==> src/rtl/alu_issue_arbiter.sv <==
// Round-robin arbiter sharing one combinational ALU between two requesters.
// The granted request is registered into a single issue stage that drives the
// ALU; the result is captured into a one-entry response buffer per requester.
module alu_issue_arbiter #(
  parameter int unsigned XLEN    = 32,
  parameter bit          RR_INIT = 1'b1
) (
  input  logic                clk,
  input  logic                rst_n,
  input  logic                flush,
  input  logic [1:0]          req_valid,
  output logic [1:0]          req_ready,
  input  logic [1:0]          req_op,
  input  logic [1:0]          req_op_imm,
  input  logic [5:0]          req_funct3,
  input  logic [13:0]         req_funct7,
  input  logic [2*XLEN-1:0]   req_a,
  input  logic [2*XLEN-1:0]   req_b,
  output logic [1:0]          rsp_valid,
  input  logic [1:0]          rsp_ready,
  output logic [2*XLEN-1:0]   rsp_t,
  output logic                alu_op,
  output logic                alu_op_imm,
  output logic [2:0]          alu_funct3,
  output logic [6:0]          alu_funct7,
  output logic [XLEN-1:0]     alu_a,
  output logic [XLEN-1:0]     alu_b,
  input  logic [XLEN-1:0]     alu_t
);

  localparam int unsigned F3W = 3;
  localparam int unsigned F7W = 7;

  logic [1:0] rsp_hs;
  logic [1:0] elig;
  logic [1:0] grant;
  logic       acc;
  logic       acc_tag;

  logic                      last_grant_q, last_grant_d;
  logic [1:0]                inflight_q, inflight_d;
  logic                      iss_valid_q, iss_valid_d;
  logic                      iss_tag_q, iss_tag_d;
  logic                      iss_op_q, iss_op_d;
  logic                      iss_op_imm_q, iss_op_imm_d;
  logic [F3W-1:0]            iss_funct3_q, iss_funct3_d;
  logic [F7W-1:0]            iss_funct7_q, iss_funct7_d;
  logic [XLEN-1:0]           iss_a_q, iss_a_d;
  logic [XLEN-1:0]           iss_b_q, iss_b_d;
  logic [1:0]                rsp_valid_q, rsp_valid_d;
  logic [1:0][XLEN-1:0]      rsp_t_q, rsp_t_d;

  // Eligibility and round-robin grant; a requester whose response is being
  // consumed this cycle may issue again on the same edge.
  always_comb begin
    rsp_hs = rsp_valid_q & rsp_ready;
    elig   = 2'b00;
    for (int i = 0; i < 2; i++) begin
      elig[i] = req_valid[i] & ~flush & rst_n & (~inflight_q[i] | rsp_hs[i]);
    end
    grant = elig;
    if (elig == 2'b11) begin
      grant = last_grant_q ? 2'b01 : 2'b10;
    end
    acc     = |grant;
    acc_tag = grant[1];
  end

  // Next-state: issue stage load/empty, response capture, inflight tracking.
  always_comb begin
    last_grant_d = last_grant_q;
    inflight_d   = inflight_q;
    rsp_valid_d  = rsp_valid_q;
    rsp_t_d      = rsp_t_q;
    iss_valid_d  = 1'b0;
    iss_tag_d    = 1'b0;
    iss_op_d     = 1'b0;
    iss_op_imm_d = 1'b0;
    iss_funct3_d = '0;
    iss_funct7_d = '0;
    iss_a_d      = '0;
    iss_b_d      = '0;

    if (acc) begin
      iss_valid_d  = 1'b1;
      iss_tag_d    = acc_tag;
      iss_op_d     = acc_tag ? req_op[1]     : req_op[0];
      iss_op_imm_d = acc_tag ? req_op_imm[1] : req_op_imm[0];
      iss_funct3_d = acc_tag ? req_funct3[5:3]  : req_funct3[2:0];
      iss_funct7_d = acc_tag ? req_funct7[13:7] : req_funct7[6:0];
      iss_a_d      = acc_tag ? req_a[2*XLEN-1:XLEN] : req_a[XLEN-1:0];
      iss_b_d      = acc_tag ? req_b[2*XLEN-1:XLEN] : req_b[XLEN-1:0];
      last_grant_d = acc_tag;
    end

    for (int i = 0; i < 2; i++) begin
      if (iss_valid_q && (iss_tag_q == 1'(i))) begin
        rsp_valid_d[i] = 1'b1;
        rsp_t_d[i]     = alu_t;
      end else if (rsp_hs[i]) begin
        rsp_valid_d[i] = 1'b0;
      end

      if (acc && (acc_tag == 1'(i))) begin
        inflight_d[i] = 1'b1;
      end else if (rsp_hs[i]) begin
        inflight_d[i] = 1'b0;
      end
    end

    if (flush) begin
      inflight_d  = 2'b00;
      rsp_valid_d = 2'b00;
      rsp_t_d     = '0;
    end
  end

  // State registers.
  always_ff @(posedge clk or negedge rst_n) begin
    if (!rst_n) begin
      last_grant_q <= RR_INIT;
      inflight_q   <= 2'b00;
      iss_valid_q  <= 1'b0;
      iss_tag_q    <= 1'b0;
      iss_op_q     <= 1'b0;
      iss_op_imm_q <= 1'b0;
      iss_funct3_q <= '0;
      iss_funct7_q <= '0;
      iss_a_q      <= '0;
      iss_b_q      <= '0;
      rsp_valid_q  <= 2'b00;
      rsp_t_q      <= '0;
    end else begin
      last_grant_q <= last_grant_d;
      inflight_q   <= inflight_d;
      iss_valid_q  <= iss_valid_d;
      iss_tag_q    <= iss_tag_d;
      iss_op_q     <= iss_op_d;
      iss_op_imm_q <= iss_op_imm_d;
      iss_funct3_q <= iss_funct3_d;
      iss_funct7_q <= iss_funct7_d;
      iss_a_q      <= iss_a_d;
      iss_b_q      <= iss_b_d;
      rsp_valid_q  <= rsp_valid_d;
      rsp_t_q      <= rsp_t_d;
    end
  end

  assign req_ready  = grant;
  assign rsp_valid  = rsp_valid_q;
  assign rsp_t      = rsp_t_q;
  assign alu_op     = iss_op_q;
  assign alu_op_imm = iss_op_imm_q;
  assign alu_funct3 = iss_funct3_q;
  assign alu_funct7 = iss_funct7_q;
  assign alu_a      = iss_a_q;
  assign alu_b      = iss_b_q;

endmodule

==> config.mk <==
export PLATFORM = sky130hd
export DESIGN_NAME = alu_issue_arbiter
export DESIGN_NICKNAME = d
export VERILOG_FILES = /design/src/rtl/alu_issue_arbiter.sv
export SDC_FILE = /design/constraint.sdc
export NUM_CORES = 1
export LEC_CHECK = 0
export ABC_CLOCK_PERIOD_IN_PS = 3800
export CORE_AREA = 2 2 132 134
export DETAILED_ROUTE_END_ITERATION = 16
export DIE_AREA = 0 0 134 136
export PLACE_DENSITY = 0.8
export REMOVE_ABC_BUFFERS = 1
export SETUP_SLACK_MARGIN = 0.4
export SLEW_MARGIN = 20
export SYNTH_ARGS = -nofsm -noshare
export SYNTH_HDL_FRONTEND = slang
export SYNTH_SLANG_ARGS = --single-unit
==> constraint.sdc <==
create_clock -name clk -period 3.8 [get_ports clk]
set_input_delay 0.76 -clock clk [delete_from_list [all_inputs] [get_ports clk]]
set_output_delay 0.76 -clock clk [all_outputs]
set_load 0.1 [all_outputs]
Word level (Yosys, flattened, before mapping)
Cells that the tools add are included.
{"block": "totals", "reg_bits": 147, "latch_bits": 0, "ram_bits": 0, "rom_bits": 0, "input_bits": 191, "out_inout_bits": 144, "elab_cells": 68, "mem_count": 0}
{"block": "classes", "add_sub_neg": 0, "mul": 0, "div": 0, "n_lt_le_gt_ge": 0, "n_eq_ne": 1, "shifts": 0, "mux": 27, "n_bitwise": 14, "n_reduce_logical": 11}
{"cell": "32-bit two-way mux", "n": 6}
{"cell": "64-bit two-way mux", "n": 1}
{"cell": "7-bit two-way mux", "n": 2}
{"cell": "1-bit two-way mux", "n": 12}
{"cell": "3-bit nonzero test", "n": 4}
{"cell": "2-bit two-way mux", "n": 4}
{"cell": "1-bit AND", "n": 6}
{"cell": "3-bit two-way mux", "n": 2}
{"cell": "1-bit NOT", "n": 5}
{"cell": "1-bit logical AND", "n": 4}
{"cell": "2-bit nonzero test", "n": 2}
{"cell": "2-bit AND", "n": 1}
{"cell": "2-bit == test (second input constant)", "n": 1}
{"cell": "1-bit OR", "n": 2}
{"cell": "2-bit OR reduction", "n": 1}

Logic depth before layout (Yosys ltp)
{"block": "depth", "word_depth": 10, "mapped_depth": 6, "mapped_depth_nobuf": 3}

Worst setup path before layout
Ideal clock, no wire load.
{"block": "synth_path", "kind": "register to output", "from": "register rsp_valid_q[1], in the netlist rsp_valid[1]", "to": "output port req_ready[1]", "arrival_time_ns": 2.519, "t_required_ns": 3.040, "slack_ns": 0.521, "path_stages_with_launch": 4, "path_buffers": 1, "path_cell_list": "dfrtp_1 a21bo_2 o2111a_1 buf_1"}
{"block": "synth_via", "elab_chain_len": 5}
{"element": "start, declared", "line": "50", "rtl": "logic [1:0] rsp_valid_q, rsp_valid_d;"}
{"element": "start signal, assigned", "line": "144", "rtl": "rsp_valid_q <= rsp_valid_d;"}
{"element": "2-bit AND (*)", "line": "56", "rtl": "rsp_hs = rsp_valid_q & rsp_ready;"}
{"element": "1-bit OR (*)", "line": "59", "rtl": "elig[i] = req_valid[i] & ~flush & rst_n & (~inflight_q[i] | rsp_hs[i]);"}
{"element": "1-bit AND (*)", "line": "59"}
{"element": "2-bit == test", "line": "62", "rtl": "if (elig == 2'b11) begin"}
{"element": "2-bit two-way mux (*)", "line": "62"}
{"element": "end, declared", "line": "12", "rtl": "output logic [1:0] req_ready,"}
Mark *: on every way between the ends. The rest lies on a longest branch, timed or not.

Final worst setup path
{"block": "layout_path", "from": "input port req_valid[1]", "to": "output port req_ready[0]"}
{"block": "layout_via", "elab_chain_len": 5}
{"element": "start, declared", "line": "11", "rtl": "input logic [1:0] req_valid,"}
{"element": "1-bit AND (3 in a row)", "line": "59"}
{"element": "2-bit == test", "line": "62"}
{"element": "2-bit two-way mux", "line": "62"}
No other way between the ends.

==> impl_metrics.csv <==
group,metric,value,unit
yosys,ys_top_cells_by_count,"146 x dfrtp_1, 131 x nand2_1, 76 x a22o_1, 66 x a21oi_1, 25 x clkbuf_1",
yosys,yosysMostFrequentCell,"dfrtp_1",
floorplanning,initial_core_util,32.70,%
detailed_routing,drt_iter0_drc,286,
detailed_routing,post_drt_wl_per_cell,17.88,microns
sta,period_minus_slack,2.902,ns
placed_design,place.gp.congestion,0.8152,
yosys,avgSynthCellArea,11.47,sq um
yosys,synth_ff_type,"dfrtp_1",
yosys,synth_area_leaders,"dfrtp_1 66%, a22o_1 12%, nand2_1 8.9%",
setup_path,slowest_delay,0.47,ns
yosys,synth_seq_cells,147,
global_routing,gr-total-overflow,0,
yosys,synthCells,481,
cells_and_area,post-route-util,57.42,%
sta,finalHoldViolCount,0,
setup_path,start_kind,"primary input",
setup_path,cp-end-kind,"output pin",
floorplanning,die_area,18220,sq um
cts,postCtsSetupBuffers,0,
setup_path,crit_start,"req_valid[1]",
yosys,synth_edf_count,0,
floorplanning,die_h,136,microns
detailed_routing,drc,0,
power_and_ir_drop,pwr_density_cell,460.0,nW/um^2
setup_path,reg2reg_depth,4,
sta,tightest_slew,1.063,ns
yosys,async_flop_share,100.0,%
global_routing,grt_max_degree,77,
floorplanning,core,16880,sq um
cts,worstSkewPairLatency,0.41,ns
sta,whs,0.1354,ns
cells_and_area,area_delta_synth_final,75.58,%
cts,cts.repair.resized,0,
cts,cts.sinks,147,
yosys,synth_area,5519,sq um
cts,hold_buffers,0,
sta,timing.slew.headroom,28.91,%
cts,root_buffer,"clkbuf_16",
sta,setup-violations-final,0,
floorplanning,rows,48,
setup_path,reg2reg_from,"rsp_valid[1]",
power_and_ir_drop,leakagePower,4.107,nW
global_routing,grt_first_pass_wirelength,28260,microns
cells_and_area,layout-drive-gt1-share,6.487,%
yosys,yosys.area.top_type,"dfrtp_1",
cts,htreeDepth,4,
floorplanning,ios,335,
global_routing,antenna_found_initial,1,
floorplanning,die_w,134,microns
yosys,synth-seq-area-share,66.67,%
detailed_routing,detail-route-antenna-nets,0,
sta,rsz0062_at_grt,"false",
setup_path,crit_chain,"clkdlybuf4s50_1, nor2b_1, a2111oi_4, buf_12",
setup_path,arrival,2.14,ns
placed_design,io_buffers,334,
cts,clk_pin_slew,0.06,ns
detailed_routing,wl,18650,microns
sta,finalClockSkew,0.006193,ns
setup_path,cp_max_fo,5,
cells_and_area,final_nets,995,
detailed_routing,dr.pass1.iters,4,
setup_path,r2r_setup_slack,1.59,ns
run_status,status,"finished, final reports clean",
cells_and_area,nFillCells,1427,
setup_path,crit_path_top_delay_cell,"clkdlybuf4s50_1",
detailed_routing,viasPerCell,4.852,
setup_path,timing.rr.end,"alu_b[13]",
sta,fin_crit_sh,76.37,%
cts,cts_tree,"built",
detailed_routing,vias,5061,
power_and_ir_drop,ir_drop,0.2847,mV
cts,cts_buffer_depth,2,
global_routing,grtUsageTotal,20.55,%
job,drv_cap,0,
worst_hold_path,holdCritPathClass,"in2async",
cts,cts_buffers,17,
yosys,yosysUniqueCellTypes,24,
sta,maxSlewViolCount,0,
sta,timing.fmax,0.3446,GHz
setup_path,cp.required,3.04,ns
setup_path,critPathKind,"in2out",
yosys,synth_top_area_share,66.20,%
global_routing,grt_pass1_vias,5088,
placed_design,dp_hpwl,13670,microns
yosys,ys.warnings.count,0,
sta,finalSetupTns,0,ns
-- critical path, delay by kind of cell --
family / cells / cell delay, ns
buffers and inverters: 2 / 0.70
AO/OA/AOI/OAI: 1 / 0.47
AND/OR/NAND/NOR: 1 / 0.20
-- cell families after synthesis --
group | synth area share (%)
and+or+nand+nor | 10.16
buffers and inverters | 3.128
AOI/OAI and AO/OA | 20.04
DFF | 66.67
-- state kept, by name (all words and copies together) (netlist names) --
| signal | count |
|---|---|
| rsp_t | 64 |
| alu_a | 32 |
| alu_b | 32 |
| alu_funct7 | 7 |
| alu_funct3 | 3 |
| inflight_q | 2 |
| rsp_valid | 2 |
| alu_op | 1 |
| alu_op_imm | 1 |
| iss_tag_q | 1 |
| iss_valid_q | 1 |
| last_grant_q | 1 |
-- layout by cell type (no fill, tap or decap), types with 2 or more instances in the layout --
| cell | count |
|---|---|
| inv_6 | 3 |
| buf_4 | 9 |
| clkinv_2 | 2 |
| dfrtp_1 | 146 |
| a22o_1 | 76 |
| clkinvlp_4 | 3 |
| a21bo_2 | 2 |
| clkbuf_8 | 3 |
| buf_12 | 2 |
| bufinv_16 | 3 |
| nand3_1 | 2 |
| nand2_1 | 131 |
| clkdlybuf4s50_1 | 330 |
| clkbuf_16 | 17 |
| nand2b_1 | 4 |
| a21oi_1 | 66 |
-- cell type report --
type | count | area, sq um | share of cell area (%)
clock buffer | 21 | 470.5 | 4.855
multi-input combinational | 294 | 1677 | 17.30
tap | 225 | 281.5 | 2.905
timing repair buffer | 343 | 3427 | 35.36
clock inverter | 11 | 148.9 | 1.536
sequential | 147 | 3680 | 37.97
inverter | 1 | 3.754 | 0.03873
antenna | 1 | 2.502 | 0.02582
-- per-stage QoR --
stage / instance area (sq um) / std cells / setup WS [ns] / total power [mW]
3_5_place_dp: 9062 / 1010 / 0.8079 / 2.743
4_1_cts: 9682 / 1042 / 0.8960 / 4.496
2_1_floorplan: 5350 / 442 / -1.053 / 2.303
3_3_place_gp: 9062 / 1010 / 0.8972 / 2.734
6_report: 9691 / 1043 / 0.8981 / 4.457
5_1_grt: 9691 / 1043 / 0.8507 / 4.620
-- power by group --
part           internal (mW)  switching [mW]  leakage [nW]
combinational          0.344           0.697          1.80
clock                   1.09           0.656         0.297
sequential              1.64          0.0318          2.01
total                   3.07            1.38          4.11
-- metal layers --
metal  wire length (microns)  share of wire, %  vias to the layer above  global-route usage (%)
met5                       0                 0                        -                       0
met4                     425               2.3                        0                   7.979
met3                    1883                10                       30                   8.799
met2                    9494                51                      246                   34.56
met1                    6846                37                     2470                   23.19
li1                        -                 -                     2315                       -
-- worst max path at each step --
| stage | end | slack, ns | depth (start not counted) |
|---|---|---|---|
| finish | req_ready[0] | 0.90 | 4 |
| CTS | req_ready[0] | 0.90 | 4 |
| global route | req_ready[0] | 0.85 | 4 |
| detailed placement | alu_b[29] | 0.81 | 5 |
| global placement | alu_a[17] | 0.90 | 5 |
| floorplan | req_ready[0] | -1.05 | 2 |
No activity file was read; power rests on OpenSTA's default activity.
